$ cat src/rtl/ureg_cell_pkg.sv
// Shared definitions for the ureg_cell universal register: iMode encodings
// (as the library-wide UREG_* defines) and the matching enum type.
`ifndef UREG_HOLD
`define UREG_HOLD 3'b000
`define UREG_LOAD 3'b001
`define UREG_SHL  3'b010
`define UREG_SHR  3'b011
`define UREG_ROTL 3'b100
`define UREG_ROTR 3'b101
`define UREG_INC  3'b110
`define UREG_DEC  3'b111
`endif

package ureg_cell_pkg;

  typedef enum logic [2:0] {
    MODE_HOLD = `UREG_HOLD,
    MODE_LOAD = `UREG_LOAD,
    MODE_SHL  = `UREG_SHL,
    MODE_SHR  = `UREG_SHR,
    MODE_ROTL = `UREG_ROTL,
    MODE_ROTR = `UREG_ROTR,
    MODE_INC  = `UREG_INC,
    MODE_DEC  = `UREG_DEC
  } mode_e;

endpackage

$ cat src/rtl/ureg_cell_next.sv
// Combinational next-value and next-carry logic for ureg_cell.
// Build option UREG_SAT_EN: INC/DEC saturate at the ends instead of wrapping.
module ureg_next
  import ureg_cell_pkg::*;
#(
  parameter int WIDTH = 8
) (
  input  logic [WIDTH-1:0] q,
  input  logic [2:0]       mode,
  input  logic [WIDTH-1:0] d,
  input  logic             sl,
  input  logic             sr,
  output logic [WIDTH-1:0] q_nxt,
  output logic             c_nxt
);

  localparam logic [WIDTH:0] ONE = {{WIDTH{1'b0}}, 1'b1};

  // Arithmetic is done one bit wider so the MSB is the carry or borrow.
  logic [WIDTH:0] sum;

  always_comb begin
    q_nxt = q;
    c_nxt = 1'b0;
    sum   = '0;
    case (mode_e'(mode))
      MODE_HOLD: begin
        q_nxt = q;
        c_nxt = 1'b0;
      end
      MODE_LOAD: begin
        q_nxt = d;
        c_nxt = 1'b0;
      end
      MODE_SHL: begin
        q_nxt = {q[WIDTH-2:0], sl};
        c_nxt = q[WIDTH-1];
      end
      MODE_SHR: begin
        q_nxt = {sr, q[WIDTH-1:1]};
        c_nxt = q[0];
      end
      MODE_ROTL: begin
        q_nxt = {q[WIDTH-2:0], q[WIDTH-1]};
        c_nxt = q[WIDTH-1];
      end
      MODE_ROTR: begin
        q_nxt = {q[0], q[WIDTH-1:1]};
        c_nxt = q[0];
      end
      MODE_INC: begin
        sum   = {1'b0, q} + ONE;
        q_nxt = sum[WIDTH-1:0];
        c_nxt = sum[WIDTH];
`ifdef UREG_SAT_EN
        if (sum[WIDTH]) q_nxt = q;
`endif
      end
      MODE_DEC: begin
        sum   = {1'b0, q} - ONE;
        q_nxt = sum[WIDTH-1:0];
        c_nxt = sum[WIDTH];
`ifdef UREG_SAT_EN
        if (sum[WIDTH]) q_nxt = q;
`endif
      end
      default: begin
        q_nxt = q;
        c_nxt = 1'b0;
      end
    endcase
  end

endmodule

$ cat src/rtl/ureg_cell.sv
// Universal WIDTH-bit register: clear > preset > enable priority around the
// ureg_next operation logic. Saturating counting is selected by UREG_SAT_EN.
module ureg_cell
  import ureg_cell_pkg::*;
#(
  parameter int               WIDTH      = 8,
  parameter logic [WIDTH-1:0] PRESET_VAL = {WIDTH{1'b1}}
) (
  input  logic             iClk,
  input  logic             iClr,
  input  logic             iPre,
  input  logic             iEnb,
  input  logic [2:0]       iMode,
  input  logic [WIDTH-1:0] iD,
  input  logic             iSL,
  input  logic             iSR,
  output logic [WIDTH-1:0] oQp,
  output logic [WIDTH-1:0] oQn,
  output logic             oCarry
);

  logic [WIDTH-1:0] q_nxt;
  logic             c_nxt;

  ureg_next #(.WIDTH(WIDTH)) u_next (
    .q     (oQp),
    .mode  (iMode),
    .d     (iD),
    .sl    (iSL),
    .sr    (iSR),
    .q_nxt (q_nxt),
    .c_nxt (c_nxt)
  );

  always_ff @(posedge iClk) begin
    if (iClr) begin
      oQp    <= '0;
      oCarry <= 1'b0;
    end else if (iPre) begin
      oQp    <= PRESET_VAL;
      oCarry <= 1'b0;
    end else if (iEnb) begin
      oQp    <= q_nxt;
      oCarry <= c_nxt;
    end
  end

  // Complement is derived combinationally so it can never skew from oQp.
  assign oQn = ~oQp;

endmodule

$ cat config.mk
export PLATFORM = sky130hd
export DESIGN_NAME = ureg_cell
export DESIGN_NICKNAME = d
export VERILOG_FILES = /design/src/rtl/ureg_cell_pkg.sv /design/src/rtl/ureg_cell_next.sv /design/src/rtl/ureg_cell.sv
export SDC_FILE = /design/constraint.sdc
export NUM_CORES = 1
export LEC_CHECK = 0
export ABC_CLOCK_PERIOD_IN_PS = 1600
export CAP_MARGIN = 20
export CORE_UTILIZATION = 42
export CTS_BUF_LIST = sky130_fd_sc_hd__clkbuf_8 sky130_fd_sc_hd__clkbuf_16
export CTS_CLUSTER_SIZE = 14
export DETAILED_ROUTE_END_ITERATION = 10
export GPL_TIMING_DRIVEN = 1
export PLACE_DENSITY = 0.76
export SYNTH_ARGS = -nofsm -noshare
export SYNTH_HDL_FRONTEND = slang
export SYNTH_SLANG_ARGS = --single-unit
$ cat constraint.sdc
create_clock -name iClk -period 1.6 [get_ports iClk]
set_input_delay 0.48 -clock iClk [delete_from_list [all_inputs] [get_ports iClk]]
set_output_delay 0.48 -clock iClk [all_outputs]
set_load 0.01 [all_outputs]
After elaboration in Yosys (flattened, before gate mapping):

Cells that the tools add are included.
W data, S select, Z words.

* flip-flop bits (word level): 9
* output and inout bits: 17

* $add $sub $neg: 2
* equality and inequality tests: 8
* multiplexer cells: 4
* bitwise operators: 1
* reductions and logical operators: 7

Operators by type and width (count)
* $pmux W8 S7: 1
* $mux W8: 2
* $eq A3 B3 Y1 const B: 4
* $add A8 B1 Y9 const B: 1
* $sub A8 B1 Y9 const B: 1
* $not A8 Y8: 1
* $reduce_or A2 Y1: 4
* $eq A3 B2 Y1 const B: 2
* $pmux W1 S5: 1
* $eq A3 B1 Y1 const B: 1
* $logic_not A3 Y1: 1
* $ne A2 B2 Y1 const B: 1
* $reduce_and A2 Y1: 1
* $reduce_bool A2 Y1: 1

Depth between registers and ports, before layout:

* depth after elaboration: 4
* mapped depth: 7
* mapped depth without buffers: 7

Hierarchy:

Synthesis repeated with hierarchy kept, for this count alone.

* cell total of the unflattened synthesis: 156
* area, all modules: 1124.8 um^2

By module, submodules not included
* ureg_next: instances 1, cells an instance 118, area an instance 755.7 um^2, sequential area each 0.0 um^2
* ureg_cell: instances 1, cells an instance 38, area an instance 369.1 um^2, sequential area each 180.2 um^2

Least setup slack after synthesis:

OpenSTA, ideal clock, no wires.

* kind: register to register
* start: register oQp[0]
* end: register oCarry
* setup time: 129 ps
* data arrival time: 1603 ps
* required time: 1471 ps
* slack: -132 ps
* cell stages (with the launch flop): 8
* buffers on the path: 0
* cell sequence: dfxtp_1 > inv_1 > ha_1 > nor2b_1 > a32o_1 > a32o_1 > mux2i_1 > nor3_1

* word-level cells in the longest chain between the ends: 2
* elaborated cells on any way between the ends: 3

Ends and longest elaborated chain
* from (decl): RTL line ureg_cell.sv:17 `output logic [WIDTH-1:0] oQp,`
* from (signal assigned): RTL line ureg_cell.sv:43 `oQp <= q_nxt;`
* $sub A8 B1 Y9 or $add A8 B1 Y9 (tied branches): RTL line ureg_cell_next.sv:60, ureg_cell_next.sv:52
* $pmux W1 S5 *: RTL line ureg_cell_next.sv:26 `case (mode_e'(mode))`
* to (signal assigned): RTL line ureg_cell.sv:44 `oCarry <= c_nxt;`
* to (decl): RTL line ureg_cell.sv:19 `output logic oCarry`

Mark *: on every way between the ends. The rest lies on a longest branch, timed or not.
A chain may end at the register's enable or synchronous reset.

Worst setup path after layout:

* start: register oQp[4]
* end: register oQp[3]

* word-level cells in the longest chain between the ends: 3

Ends and longest elaborated chain
* $pmux W8 S7: RTL line ureg_cell_next.sv:26
* $mux W8: RTL line ureg_cell.sv:42 `end else if (iEnb) begin`
* $mux W8: RTL line ureg_cell.sv:39 `end else if (iPre) begin`

No other way between the ends. The select of a mux whose other input is x is not followed.

==> impl_metrics.xml <==
<?xml version="1.0" encoding="UTF-8"?>
<metrics>
  <group name="timing">
    <metric name="fin_skew" unit="ps">4.75</metric>
    <metric name="max_slew.worst_pin.slew" unit="ps">414</metric>
    <metric name="unrepaired_setup_endpoints_after_global_routing" unit="">true</metric>
    <metric name="setup_viol" unit="">1</metric>
    <metric name="period_minus_slack" unit="ps">1610</metric>
    <metric name="maxSlewHeadroom" unit="%">72.4</metric>
    <metric name="fmax" unit="MHz">620</metric>
    <metric name="final.period_utilization" unit="%">101</metric>
    <metric name="fin_worst_hold_slack" unit="ps">526</metric>
    <metric name="final_max_tran_viols" unit="">0</metric>
    <metric name="timing.final.hold_violations" unit="">0</metric>
    <metric name="fin_ws" unit="ps">-12.2</metric>
  </group>
  <group name="setup_path">
    <metric name="critical_path.top_delay_family" unit="">compound AO/OA/AOI/OAI gates</metric>
    <metric name="worstReg2RegStart" unit="">oQp[4]</metric>
    <metric name="crit_path_cell_trace" unit="">buf_12, mux2_4, a31o_1, a311oi_2, a21oi_1, o21ba_1</metric>
    <metric name="timing.reg2reg.worst_path_depth" unit="">6</metric>
    <metric name="reg_to_reg_setup_timing_slack" unit="ps">-10</metric>
    <metric name="path_class" unit="">flop to flop</metric>
    <metric name="critical_path_depth" unit="">6</metric>
    <metric name="worst_setup_path_endpoint" unit="">oQp[3]</metric>
    <metric name="cp_data_required_time" unit="ps">1740</metric>
    <metric name="critPathBufInv" unit="">1</metric>
    <metric name="slowest_stage" unit="">dfxtp_4</metric>
    <metric name="setup.worst_path.end_class" unit="">flop</metric>
    <metric name="cp.arrival" unit="ps">1750</metric>
    <metric name="setup.worst_path.start" unit="">oQp[4]</metric>
    <metric name="crit_path_start_kind" unit="">flop</metric>
    <metric name="worst-path-max-fanout" unit="">7</metric>
    <metric name="crit_path_largest_cell_delay" unit="ps">380</metric>
    <metric name="regToRegEndpoint" unit="">oQp[3]</metric>
  </group>
  <group name="synthesis">
    <metric name="synth-async-reset-ratio" unit="%">0</metric>
    <metric name="yosysWarningCount" unit="">0</metric>
    <metric name="yosys_register_bits" unit="">9</metric>
    <metric name="synth_fp_nets" unit="">161</metric>
    <metric name="cell_type_with_the_highest_aggregate_area_in_the_netlist" unit="">dfxtp_1</metric>
    <metric name="synth.area.top_cells" unit="">dfxtp_1, mux2i_1, a211oi_1</metric>
    <metric name="synth_top_flop_cell" unit="">dfxtp_1</metric>
    <metric name="syn-mean-instance-area" unit="um2">7.55</metric>
    <metric name="synth_edf_count" unit="">0</metric>
    <metric name="mappedNetlistArea" unit="um2">1070</metric>
    <metric name="netlist-cell-type-count" unit="">50</metric>
    <metric name="leading_post_synthesis_cells_by_instance_count" unit="">inv_1, dfxtp_1, nand3_1, nor2_1</metric>
    <metric name="proportion_of_synthesized_chip_area_in_sequential_cells" unit="%">16.8</metric>
    <metric name="post-synth-top-count-cell" unit="">inv_1</metric>
    <metric name="synth_top_cell_area_share" unit="%">16.8</metric>
    <metric name="syn-instance-count" unit="">142</metric>
  </group>
  <group name="clocking">
    <metric name="cts_root_buffer" unit="">clkbuf_8</metric>
    <metric name="htree_levels" unit="">1</metric>
    <metric name="cts_tree" unit="">done</metric>
    <metric name="clock_sink_count" unit="">9</metric>
    <metric name="clock_tree.buffer_depth" unit="">2</metric>
    <metric name="tritoncts_buffers" unit="">3</metric>
    <metric name="clock_insertion_delay_worst_skew" unit="ps">250</metric>
    <metric name="path_clk_slew" unit="ps">60</metric>
    <metric name="cts.hold.buffers_added" unit="">0</metric>
  </group>
  <group name="run_status">
    <metric name="result_of_the_run" unit="">finished with violations</metric>
    <metric name="violations" unit="">negative setup slack</metric>
  </group>
  <group name="placed_design">
    <metric name="gp_congestion" unit="">0.961</metric>
    <metric name="portBuffers" unit="">33</metric>
    <metric name="dp_hpwl" unit="mm">3.10</metric>
    <metric name="placement.cell_area" unit="um2">1700</metric>
  </group>
  <group name="routing">
    <metric name="drcViolationCount" unit="">0</metric>
    <metric name="final_antenna_net_count" unit="">0</metric>
    <metric name="post_drt_via_cell_ratio" unit="">6.52</metric>
    <metric name="wl" unit="mm">4.65</metric>
    <metric name="post_drt_wl_per_cell" unit="um">19.4</metric>
    <metric name="dr_total_vias" unit="">1564</metric>
    <metric name="drt-pass1-iter-count" unit="">4</metric>
    <metric name="drt-initial-drc-count" unit="">51</metric>
  </group>
  <group name="power">
    <metric name="vdd.ir_drop.worst" unit="mV">0.585</metric>
    <metric name="static-leakage-power" unit="nW">0.818</metric>
    <metric name="power_per_cell_area" unit="nW/um2">622</metric>
  </group>
  <group name="floorplanning">
    <metric name="floorplan.die.width" unit="um">52.5</metric>
    <metric name="placeableCoreArea" unit="um2">2320</metric>
    <metric name="start_util" unit="%">46.2</metric>
    <metric name="rows" unit="">17</metric>
    <metric name="die_area" unit="um2">2760</metric>
    <metric name="ioPinCount" unit="">34</metric>
    <metric name="die-height" unit="um">52.5</metric>
  </group>
  <group name="grt">
    <metric name="grt_pass1_vias" unit="">1469</metric>
    <metric name="initial_antenna_violation_count" unit="">0</metric>
    <metric name="pin_count_of_the_biggest_net_entering_global_routing" unit="">11</metric>
    <metric name="grt_pass1_wl" unit="mm">6.71</metric>
    <metric name="grt_overflow_total" unit="">0</metric>
    <metric name="groute.usage.overall" unit="%">33.3</metric>
  </group>
  <group name="run">
    <metric name="maxCapViolations" unit="">0</metric>
  </group>
  <group name="cells_and_area">
    <metric name="syn2layout_area_growth" unit="%">78.2</metric>
    <metric name="finish.net_count" unit="">232</metric>
    <metric name="antenna_cells_inserted" unit="">0</metric>
    <metric name="fillerInstances" unit="">162</metric>
    <metric name="fin_area" unit="um2">1910</metric>
    <metric name="final_layout_size_suffix_gt1_share" unit="%">42.5</metric>
  </group>
  <group name="worst_hold_path">
    <metric name="hold_start" unit="">oCarry</metric>
    <metric name="hold_crit_class" unit="">flop to flop</metric>
  </group>
</metrics>
final cells by class:
type	instances	area [um2]	area share [%]
inverters	10	40.0	2.10
clock inverters	1	3.75	0.196
clock buffers	3	41.3	2.16
well taps	28	35.0	1.83
multi-input cells	109	916	47.9
flip-flops and latches	9	196	10.3
repair buffers	80	678	35.5
per-stage QoR:
stage | TNS [ps] | util [%] | total power (W) | std cells | setup slack (ps)
2_1_floorplan | -25.7 | - | 0.000558 | 142 | -14.5
5_1_grt | -205 | 82.4 | 0.00123 | 240 | -75.1
6_report | -12.2 | 82.4 | 0.00119 | 240 | -12.2
3_5_place_dp | -6110 | 73.4 | 0.000833 | 231 | -705
4_1_cts | 0 | 77.7 | 0.00111 | 236 | 4.05
3_3_place_gp | -6510 | 73.4 | 0.000828 | 231 | -773
worst reg2reg max path, stage by stage (launching register included):
cell and delay [ps]:
dfxtp_4 380, buf_12 140, mux2_4 250, a31o_1 190, a311oi_2 290, a21oi_1 110
o21ba_1 170
layer usage:
layer / GRT usage, % / vias up / wire (um)
met5: 0 / - / 0
met4: 12.7 / 0 / 161
met3: 6.67 / 25 / 437
met2: 58.4 / 119 / 2270
met1: 39.0 / 744 / 1780
li1: - / 676 / -
placed cells by master (no fill, tap or decap), types with 2 or more instances in the layout:
| master | synthesis | routed |
|---|---|---|
| buf_4 | 2 | 42 |
| dlygate4sd2_1 | 0 | 18 |
| clkdlybuf4s50_1 | 0 | 11 |
| inv_1 | 10 | 9 |
| nand3_1 | 8 | 8 |
| nor2_1 | 8 | 8 |
| mux2i_1 | 6 | 6 |
| xnor2_1 | 5 | 5 |
| nand2_1 | 6 | 5 |
| a211oi_1 | 6 | 5 |
| a21oi_1 | 6 | 4 |
| buf_6 | 2 | 4 |
| dfxtp_2 | 0 | 4 |
| o211ai_1 | 3 | 3 |
| o21ai_0 | 5 | 3 |
| a221oi_1 | 5 | 3 |
| nor3_1 | 5 | 3 |
| clkbuf_8 | 0 | 3 |
| dfxtp_4 | 0 | 3 |
| nand2b_4 | 0 | 2 |
| xor2_2 | 0 | 2 |
| nor3_2 | 0 | 2 |
| nand2_2 | 1 | 2 |
| a311oi_1 | 2 | 2 |
| nor2b_2 | 0 | 2 |
| a31oi_1 | 2 | 2 |
| a21oi_2 | 0 | 2 |
| a22o_1 | 2 | 2 |
| o21ai_1 | 0 | 2 |
| nor4_1 | 2 | 2 |
| nand4_1 | 2 | 2 |
| a32o_1 | 2 | 2 |
| buf_2 | 5 | 2 |
| dfxtp_1 | 9 | 2 |
state kept, by name (all words and copies together) (netlist names):
| signal | flops |
|---|---|
| oCarry | 1 |
| oQp | 8 |
kinds of logic after synthesis:
group | after synthesis | share of synthesized area [%]
multiplexers | 8 | 8.05
buffers and inverters | 24 | 11.2
adder cells (fa/ha/maj) | 2 | 2.33
AND/OR/NAND/NOR | 47 | 23.8
flip-flops | 9 | 16.8
AO/OA/AOI/OAI | 45 | 32.1
XOR/XNOR | 7 | 5.72
report_power, final:
group | switching [W] | internal (W)
Combinational | 0.000300 | 0.000317
Clock | 0.000118 | 0.000169
Sequential | 0.0000365 | 0.000248
worst min path at each step:
stage                         to  slack, ps  cells past startpoint
after floorplan           oCarry        540                      2
after global placement    oCarry        520                      2
after detailed placement  oCarry        520                      2
after CTS                 oCarry        530                      2
after global routing      oCarry        560                      2
final                     oCarry        530                      2
what timing repair did:
| action | CTS | global route |
|---|---|---|
| setup buffers | 0 | 4 |
| resized for setup | 55 | 18 |
| setup endpoints to repair | 25 | 7 |
| gates cloned | 1 | 0 |
| pin swaps | 6 | 11 |
(Power assumes the default switching activity.)
